`src/rtl/wb_slave_mux.sv`:
```
// rtl/wb_slave_mux.sv - Wishbone classic address decoder and response mux with fault log
//
// Ports:
//   i_clk, i_rst                 clock, synchronous active-high reset
//   wb_cyc/stb/adr/we/sel/i_dat  master request
//   wb_o_dat, wb_ack, wb_err     registered response to the master
//   s_stb                        per-slave strobe, one-hot or zero
//   s_cyc/adr/we/sel/dat         request forwarded to slaves (s_adr is window offset)
//   s_i_dat, s_ack               flat per-slave read data and acks
//   fault_clr                    clear the fault log
//   fault_valid/adr/cnt          sticky fault flag, last fault address, saturating count

module wb_slave_mux #(
    parameter int                         N_SLAVES = 8,
    parameter int                         ADDR_W   = 24,
    parameter int                         DATA_W   = 16,
    parameter int                         SEL_W    = 2,
    parameter logic [N_SLAVES*ADDR_W-1:0] SLV_BASE = '0,
    parameter logic [N_SLAVES*ADDR_W-1:0] SLV_END  = '0,
    parameter logic [N_SLAVES-1:0]        AUTO_ACK = '0,
    parameter int                         TIMEOUT  = 255
) (
    input  logic                       i_clk,
    input  logic                       i_rst,
    input  logic                       wb_cyc,
    input  logic                       wb_stb,
    input  logic [ADDR_W-1:0]          wb_adr,
    input  logic                       wb_we,
    input  logic [SEL_W-1:0]           wb_sel,
    input  logic [DATA_W-1:0]          wb_i_dat,
    output logic [DATA_W-1:0]          wb_o_dat,
    output logic                       wb_ack,
    output logic                       wb_err,
    output logic [N_SLAVES-1:0]        s_stb,
    output logic                       s_cyc,
    output logic [ADDR_W-1:0]          s_adr,
    output logic                       s_we,
    output logic [SEL_W-1:0]           s_sel,
    output logic [DATA_W-1:0]          s_dat,
    input  logic [N_SLAVES*DATA_W-1:0] s_i_dat,
    input  logic [N_SLAVES-1:0]        s_ack,
    input  logic                       fault_clr,
    output logic                       fault_valid,
    output logic [ADDR_W-1:0]          fault_adr,
    output logic [7:0]                 fault_cnt
);

    localparam int IDX_W = (N_SLAVES > 1) ? $clog2(N_SLAVES) : 1;
    localparam int CNT_W = (TIMEOUT > 0) ? $clog2(TIMEOUT + 1) : 1;
    localparam logic [CNT_W-1:0] CNT_LAST = (TIMEOUT > 0) ? CNT_W'(TIMEOUT - 1) : '0;

    typedef enum logic [1:0] {
        ST_IDLE,
        ST_WAIT,
        ST_RESP,
        ST_ERR
    } state_t;

    state_t             state;
    state_t             state_nxt;
    logic [IDX_W-1:0]   idx;
    logic [CNT_W-1:0]   cnt;

    logic               dec_hit;
    logic [IDX_W-1:0]   dec_idx;
    logic [ADDR_W-1:0]  dec_base;

    logic               sel_ack;
    logic               sel_auto;
    logic [DATA_W-1:0]  sel_dat;

    logic               take_slave;
    logic               take_data;
    logic               take_fault;

    // Plain forwarding of the master request.
    assign s_cyc = wb_cyc;
    assign s_we  = wb_we;
    assign s_sel = wb_sel;
    assign s_dat = wb_i_dat;

    // Walk from the highest index down so the lowest matching window wins.
    always_comb begin
        dec_hit  = 1'b0;
        dec_idx  = '0;
        dec_base = '0;
        for (int i = N_SLAVES - 1; i >= 0; i--) begin
            if (wb_adr >= SLV_BASE[i*ADDR_W +: ADDR_W] &&
                wb_adr <= SLV_END[i*ADDR_W +: ADDR_W]) begin
                dec_hit  = 1'b1;
                dec_idx  = IDX_W'(i);
                dec_base = SLV_BASE[i*ADDR_W +: ADDR_W];
            end
        end
    end

    // Response signals of the latched slave; compare-based so a non-power-of-two
    // N_SLAVES never indexes past the vectors.
    always_comb begin
        sel_ack  = 1'b0;
        sel_auto = 1'b0;
        sel_dat  = '0;
        for (int i = 0; i < N_SLAVES; i++) begin
            if (idx == IDX_W'(i)) begin
                sel_ack  = s_ack[i];
                sel_auto = AUTO_ACK[i];
                sel_dat  = s_i_dat[i*DATA_W +: DATA_W];
            end
        end
    end

    always_comb begin
        for (int i = 0; i < N_SLAVES; i++) begin
            s_stb[i] = (state == ST_WAIT) && (idx == IDX_W'(i)) && wb_cyc && wb_stb;
        end
    end

    always_ff @(posedge i_clk) begin
        if (i_rst) begin
            state <= ST_IDLE;
        end else begin
            state <= state_nxt;
        end
    end

    always_comb begin
        state_nxt  = state;
        take_slave = 1'b0;
        take_data  = 1'b0;
        take_fault = 1'b0;
        case (state)
            ST_IDLE: begin
                if (wb_cyc && wb_stb) begin
                    if (dec_hit) begin
                        state_nxt  = ST_WAIT;
                        take_slave = 1'b1;
                    end else begin
                        state_nxt  = ST_ERR;
                        take_fault = 1'b1;
                    end
                end
            end
            ST_WAIT: begin
                // Abort beats completion, completion beats timeout.
                if (!wb_cyc) begin
                    state_nxt = ST_IDLE;
                end else if (sel_ack || sel_auto) begin
                    state_nxt = ST_RESP;
                    take_data = 1'b1;
                end else if ((TIMEOUT != 0) && (cnt == CNT_LAST)) begin
                    state_nxt  = ST_ERR;
                    take_fault = 1'b1;
                end
            end
            ST_RESP: state_nxt = ST_IDLE;
            ST_ERR:  state_nxt = ST_IDLE;
            default: state_nxt = ST_IDLE;
        endcase
    end

    assign wb_ack = (state == ST_RESP);
    assign wb_err = (state == ST_ERR);

    always_ff @(posedge i_clk) begin
        if (i_rst) begin
            idx         <= '0;
            cnt         <= '0;
            s_adr       <= '0;
            wb_o_dat    <= '0;
            fault_valid <= 1'b0;
            fault_adr   <= '0;
            fault_cnt   <= '0;
        end else begin
            if (take_slave) begin
                idx   <= dec_idx;
                s_adr <= wb_adr - dec_base;
                cnt   <= '0;
            end else if (state == ST_WAIT) begin
                cnt <= cnt + 1'b1;
            end

            if (take_data) begin
                wb_o_dat <= sel_dat;
            end

            // A fault in the same cycle as a clear restarts the log at one.
            if (take_fault) begin
                fault_valid <= 1'b1;
                fault_adr   <= wb_adr;
                if (fault_clr) begin
                    fault_cnt <= 8'd1;
                end else if (fault_cnt != 8'hFF) begin
                    fault_cnt <= fault_cnt + 8'd1;
                end
            end else if (fault_clr) begin
                fault_valid <= 1'b0;
                fault_adr   <= '0;
                fault_cnt   <= '0;
            end
        end
    end

endmodule

```
`config.mk`:
```
export PLATFORM = sky130hd
export DESIGN_NAME = wb_slave_mux
export DESIGN_NICKNAME = d
export VERILOG_FILES = /design/src/rtl/wb_slave_mux.sv
export SDC_FILE = /design/constraint.sdc
export NUM_CORES = 1
export LEC_CHECK = 0
export BUFFER_PORTS_ARGS = -buffer_cell sky130_fd_sc_hd__buf_2
export CAP_MARGIN = 20
export CORE_AREA = 2 2 112 114
export CTS_BUF_LIST = sky130_fd_sc_hd__clkbuf_8 sky130_fd_sc_hd__clkbuf_16
export DETAILED_ROUTE_END_ITERATION = 8
export DIE_AREA = 0 0 114 116
export GPL_TIMING_DRIVEN = 0
export PLACE_DENSITY_LB_ADDON = 0.1
export RECOVER_POWER = 100
export SETUP_SLACK_MARGIN = 0.2
export SYNTH_ARGS = -nofsm -noshare
export SYNTH_HDL_FRONTEND = slang
export SYNTH_SLANG_ARGS = --single-unit
```
`constraint.sdc`:
```
create_clock -name i_clk -period 2.2 [get_ports i_clk]
set_input_delay 0.22 -clock i_clk [delete_from_list [all_inputs] [get_ports i_clk]]
set_output_delay 0.22 -clock i_clk [all_outputs]
set_load 0.02 [all_outputs]
```
**After elaboration in Yosys (flattened, before gate mapping)**

Cells that the tools add are included.

- $add $sub $neg: 2
- $lt $le $gt $ge: 2
- Equality and inequality tests: 7
- Mux-type cells: 27
- Reduce and logical (&&, ||, !) cells: 11

Operator list:

| operator | count |
|---|---|
| $mux W24 | 2 |
| $mux W8 | 4 |
| $ge A24 B1 Y1 const B | 1 |
| $le A24 B1 Y1 const B | 1 |
| $add A8 B1 Y8 const B | 2 |
| $mux W1 | 14 |
| $mux W2 | 5 |
| $eq A8 B8 Y1 const B | 1 |
| $ne A8 B8 Y1 const B | 1 |
| $pmux W2 S3 | 1 |
| $eq A2 B2 Y1 const B | 2 |
| $logic_and A1 B1 Y1 | 4 |
| $ne A4 B3 Y1 const B | 1 |
| $reduce_and A2 Y1 | 2 |
| $reduce_bool A2 Y1 | 2 |
| $reduce_or A2 Y1 | 2 |
| $eq A2 B1 Y1 const B | 1 |
| $logic_not A2 Y1 | 1 |
| $ne A2 B2 Y1 const B | 1 |
| $pmux W1 S2 | 1 |

- Register bits after elaboration: 83
- Input bits: 184
- Output and inout port bits: 103

**Logic depth before layout (Yosys ltp)**

- Depth after elaboration: 8
- Gate-level depth with buffers: 9
- Gate-level depth less buffers: 7

**Worst setup path before layout**

OpenSTA, ideal clock, no wires.

- Kind: reg-to-reg
- Start point: register cnt[2]
- End point: register fault_cnt[3]
- Library setup time: 70 ps
- Arrival time: 1751 ps
- Required time: 2130 ps
- Setup slack: 379 ps
- Stages on the path, launching flop included: 8
- Period minus slack after synthesis: 1821 ps
- Cell sequence: dfxtp_1 > and4_1 > nand4_1 > or3_4 > and2_1 > clkbuf_2 > or3_1 > a21oi_1

- Word-level cells in the longest chain between the ends: 7
- Elaborated cells on any way between the ends: 8

RTL lines:

| what | RTL line | text |
|---|---|---|
| start: declaration | 62 | `logic [CNT_W-1:0] cnt;` |
| start signal: assignment | 179 | `cnt <= cnt + 1'b1;` |
| $eq A8 B8 Y1 * | 150 | `end else if ((TIMEOUT != 0) && (cnt == CNT_LAST)) begin` |
| $mux W1 * | 150 |  |
| $mux W1 * | 147 | `end else if (sel_ack \|\| sel_auto) begin` |
| $mux W1 * | 145 | `if (!wb_cyc) begin` |
| $pmux W1 S2 * | 131 | `case (state)` |
| $reduce_bool A2 Y1 (no line) | -- |  |
| $reduce_and A2 Y1 (no line) | -- |  |
| end signal: assignment | 193 | `fault_cnt <= fault_cnt + 8'd1;` |
| end: declaration | 45 | `output logic [7:0] fault_cnt` |

Mark *: on every way between the ends. The rest lies on a longest branch, timed or not.
A chain may end at the register's enable or synchronous reset.

**Final worst setup path**

Ends and elaborated chain as after synthesis.

==> results.cfg <==
[detailed_routing]
first_pass_iters = 4
wirelength_um = 9380
viasPerCell = 4.41
vias = 3070
wire_per_inst_um = 13.5
drc_errors = 0
drtIter0Drc = 100
ant_nets = 0

[critical_path]
crit_required_ps = 2470
critPathKind = flop to flop
end_kind = flop
crit_fanout = 6
worstPathArrival_ps = 2230
critPathLaunchType = flop

[flow_run]
cap_violations = 0

[synthesis]
synth_ff_type = dfxtp_1
yosys_warnings = 0
seq_area_frac_synth = 0.501
synthMuxAreaShare = 0
ys_ff_latch = 83
synthDistinctLibCells = 38
syn_area_mm2 = 0.00332
synthArstFlopShare = 0
synth_top_family_by_area = simple AND/OR/NAND/NOR gates
synthSimpleGateAreaFrac = 0.279
synth-compound-area-share = 0.0976
postSynthCellCount = 381
synth_edf_count = 0
synth_xor_xnor_area_share = 0.0185
synth_area_per_cell_um2 = 8.71
yosys.area_share.adder = 0.0113

[timing]
max_freq_ghz = 0.510
finalCritPeriodShare = 0.891
tightest_slew_ps = 582
hold_viol = 0
fin_skew_ps = 12.1
grt_setup_unrepaired = no
period_needed_ps = 1960
hold_ws_ps = 116
worst_slack_ps = 239
finalSetupViolations = 0
slew_viol_final = 0
maxSlewHeadroom = 0.612
setup_tns_ps = 0

[floorplan]
die_h_um = 116
core.rowCount = 40
die_w_um = 114
die_area_mm2 = 0.0132
core-area_mm2 = 0.0119
initial_core_util = 0.279
ioPinCount = 287

[grt]
grt_overflow_total = 0
grt_max_degree = 15
grt_antenna_before_repair = 1
grt_usage = 0.140
grt_pass1_vias = 2752
grt_pass1_wl_um = 14300

[placement]
dp.cells = 674
routabilityCongestion = 0.748
hpwl_um = 6980
port_buffers = 140
post-place-ws_ps = -175

[pwr]
totalPowerFinal_uw = 3290
internal_power_uw = 2440
seq_power_share = 0.470
pwr-share-clk = 0.436
power_switching_uw = 843
powerDensity_mw_per_mm2 = 739
combPwrFrac = 0.095
ir_drop_mv = 0.416
switching_share = 0.257
leakage_uw = 0.00169

[clock_network]
clkTransAtPathRegs_ps = 60
clk_latency_ps = 340
cts_inserted_buffers = 9
cts.path.max_buffers = 2
cts_tree = done
cts_root_buf = clkbuf_16
htreeDepth = 3
hold_buffers = 0
cts_sinks = 83

[outcome]
outcome = completed

[final_layout]
areaGrowthSynthToFinish_pct = 34.0
nNetsFinal = 730
layout-drive-gt1-share = 0.199
final_cells = 696

[worst_hold_path]
hold_class = input pin to flop
[per-stage QoR]
stage,utilization,cell area [µm²]
after floorplan,-,3340
after global placement,0.355,4230
after detailed placement,0.355,4230
after CTS,0.379,4510
after global routing,0.373,4440
final,0.373,4450
[power groups by stage]
stage	logic [µW]	registers, µW	clock network, µW
floorplan	170	1600	0
global placement	320	1580	0
detailed placement	322	1580	0
CTS	324	1540	1470
global route	342	1550	1550
finish	311	1540	1430
[state kept, by name, indices dropped and copies added (netlist names)]
signal	flops
fault_cnt	8
wb_o_dat	16
state	2
fault_adr	24
cnt	8
fault_valid	1
s_adr	24
[Yosys cell counts, drive strengths merged (2+ instances only)]
| cell | count | area share |
|---|---|---|
| ha | 3 | 0.011 |
| and3 | 3 | 0.0057 |
| nand3 | 9 | 0.014 |
| nor3 | 4 | 0.0060 |
| nor2 | 18 | 0.020 |
| o21ai | 5 | 0.0075 |
| or3 | 2 | 0.0053 |
| nand4 | 6 | 0.011 |
| nor4 | 6 | 0.011 |
| buf | 33 | 0.070 |
| nand3b | 24 | 0.054 |
| clkbuf | 17 | 0.020 |
| and4 | 3 | 0.0079 |
| xor2 | 6 | 0.016 |
| a21oi | 49 | 0.074 |
| inv | 2 | 0.0023 |
| nor2b | 3 | 0.0057 |
| nand2 | 63 | 0.071 |
| a211oi | 2 | 0.0045 |
| and2 | 27 | 0.051 |
| dfxtp | 83 | 0.50 |
[worst paths after layout]
check,start,to,slack (ps),depth (start not counted)
setup / recovery,cnt[2]$_SDFFE_PP0P_,fault_cnt[3]$_SDFFE_PP0P_,240,7
hold / removal,s_i_dat[8],wb_o_dat[8]$_SDFFE_PP0P_,120,3
setup reg to reg,cnt[2]$_SDFFE_PP0P_,fault_cnt[3]$_SDFFE_PP0P_,240,7
hold reg to reg,wb_o_dat[4]$_SDFFE_PP0P_,wb_o_dat[4]$_SDFFE_PP0P_,460,2
[critical path, cell delays in order, from the launching register on]
cell     delay, ps
dfxtp_4        350
and4_1         200
nand4_1        130
or3_1          430
and2_2         190
buf_4          140
or3_1          300
a21oi_1        130
[final cells by class]
cell class | count | area [µm²]
fill | 1297 | 7460
sequential | 83 | 1670
multi-input combinational | 252 | 1380
timing repair buffer | 145 | 617
buffer | 50 | 310
clock buffer | 10 | 239
tap | 147 | 184
clock inverter | 6 | 41.3
inverter | 2 | 7.51
antenna | 1 | 2.50
[per-layer routing]
layer / vias up / share of wire / track usage / wire length, µm
met5: - / 0 / 0 / 0
met4: 0 / 0.019 / 0.0691 / 180
met3: 13 / 0.11 / 0.0565 / 1000
met2: 134 / 0.39 / 0.188 / 3680
met1: 1341 / 0.48 / 0.193 / 4520
li1: 1582 / - / - / -
[logic make-up (layout without fill, tap and decap cells)]
| logic type | after synthesis | in the layout |
|---|---|---|
| AND/OR/NAND/NOR | 174 | 174 |
| XOR/XNOR | 7 | 7 |
| buffers and inverters | 52 | 213 |
| AO/OA/AOI/OAI | 61 | 61 |
| flip-flops | 83 | 83 |
| other | 1 | 8 |
| adder cells (fa/ha/maj) | 3 | 3 |
[cells in the final DEF (no fill, tap or decap), types with 9 or more instances in the layout]
cell type	synthesis	layout
a21oi_1	49	49
and2_0	0	13
and2_1	27	13
buf_2	6	45
buf_4	27	35
clkbuf_1	16	111
clkbuf_16	0	9
dfxtp_1	83	78
nand2_1	63	63
nand3_1	9	9
nand3b_1	24	24
nor2_1	18	18
[repair_timing]
action,in CTS,in global routing
resized for setup,4,19
pin swaps,0,4
buffers inserted,0,5
setup endpoints to repair,9,39
(Power assumes the default switching activity.)
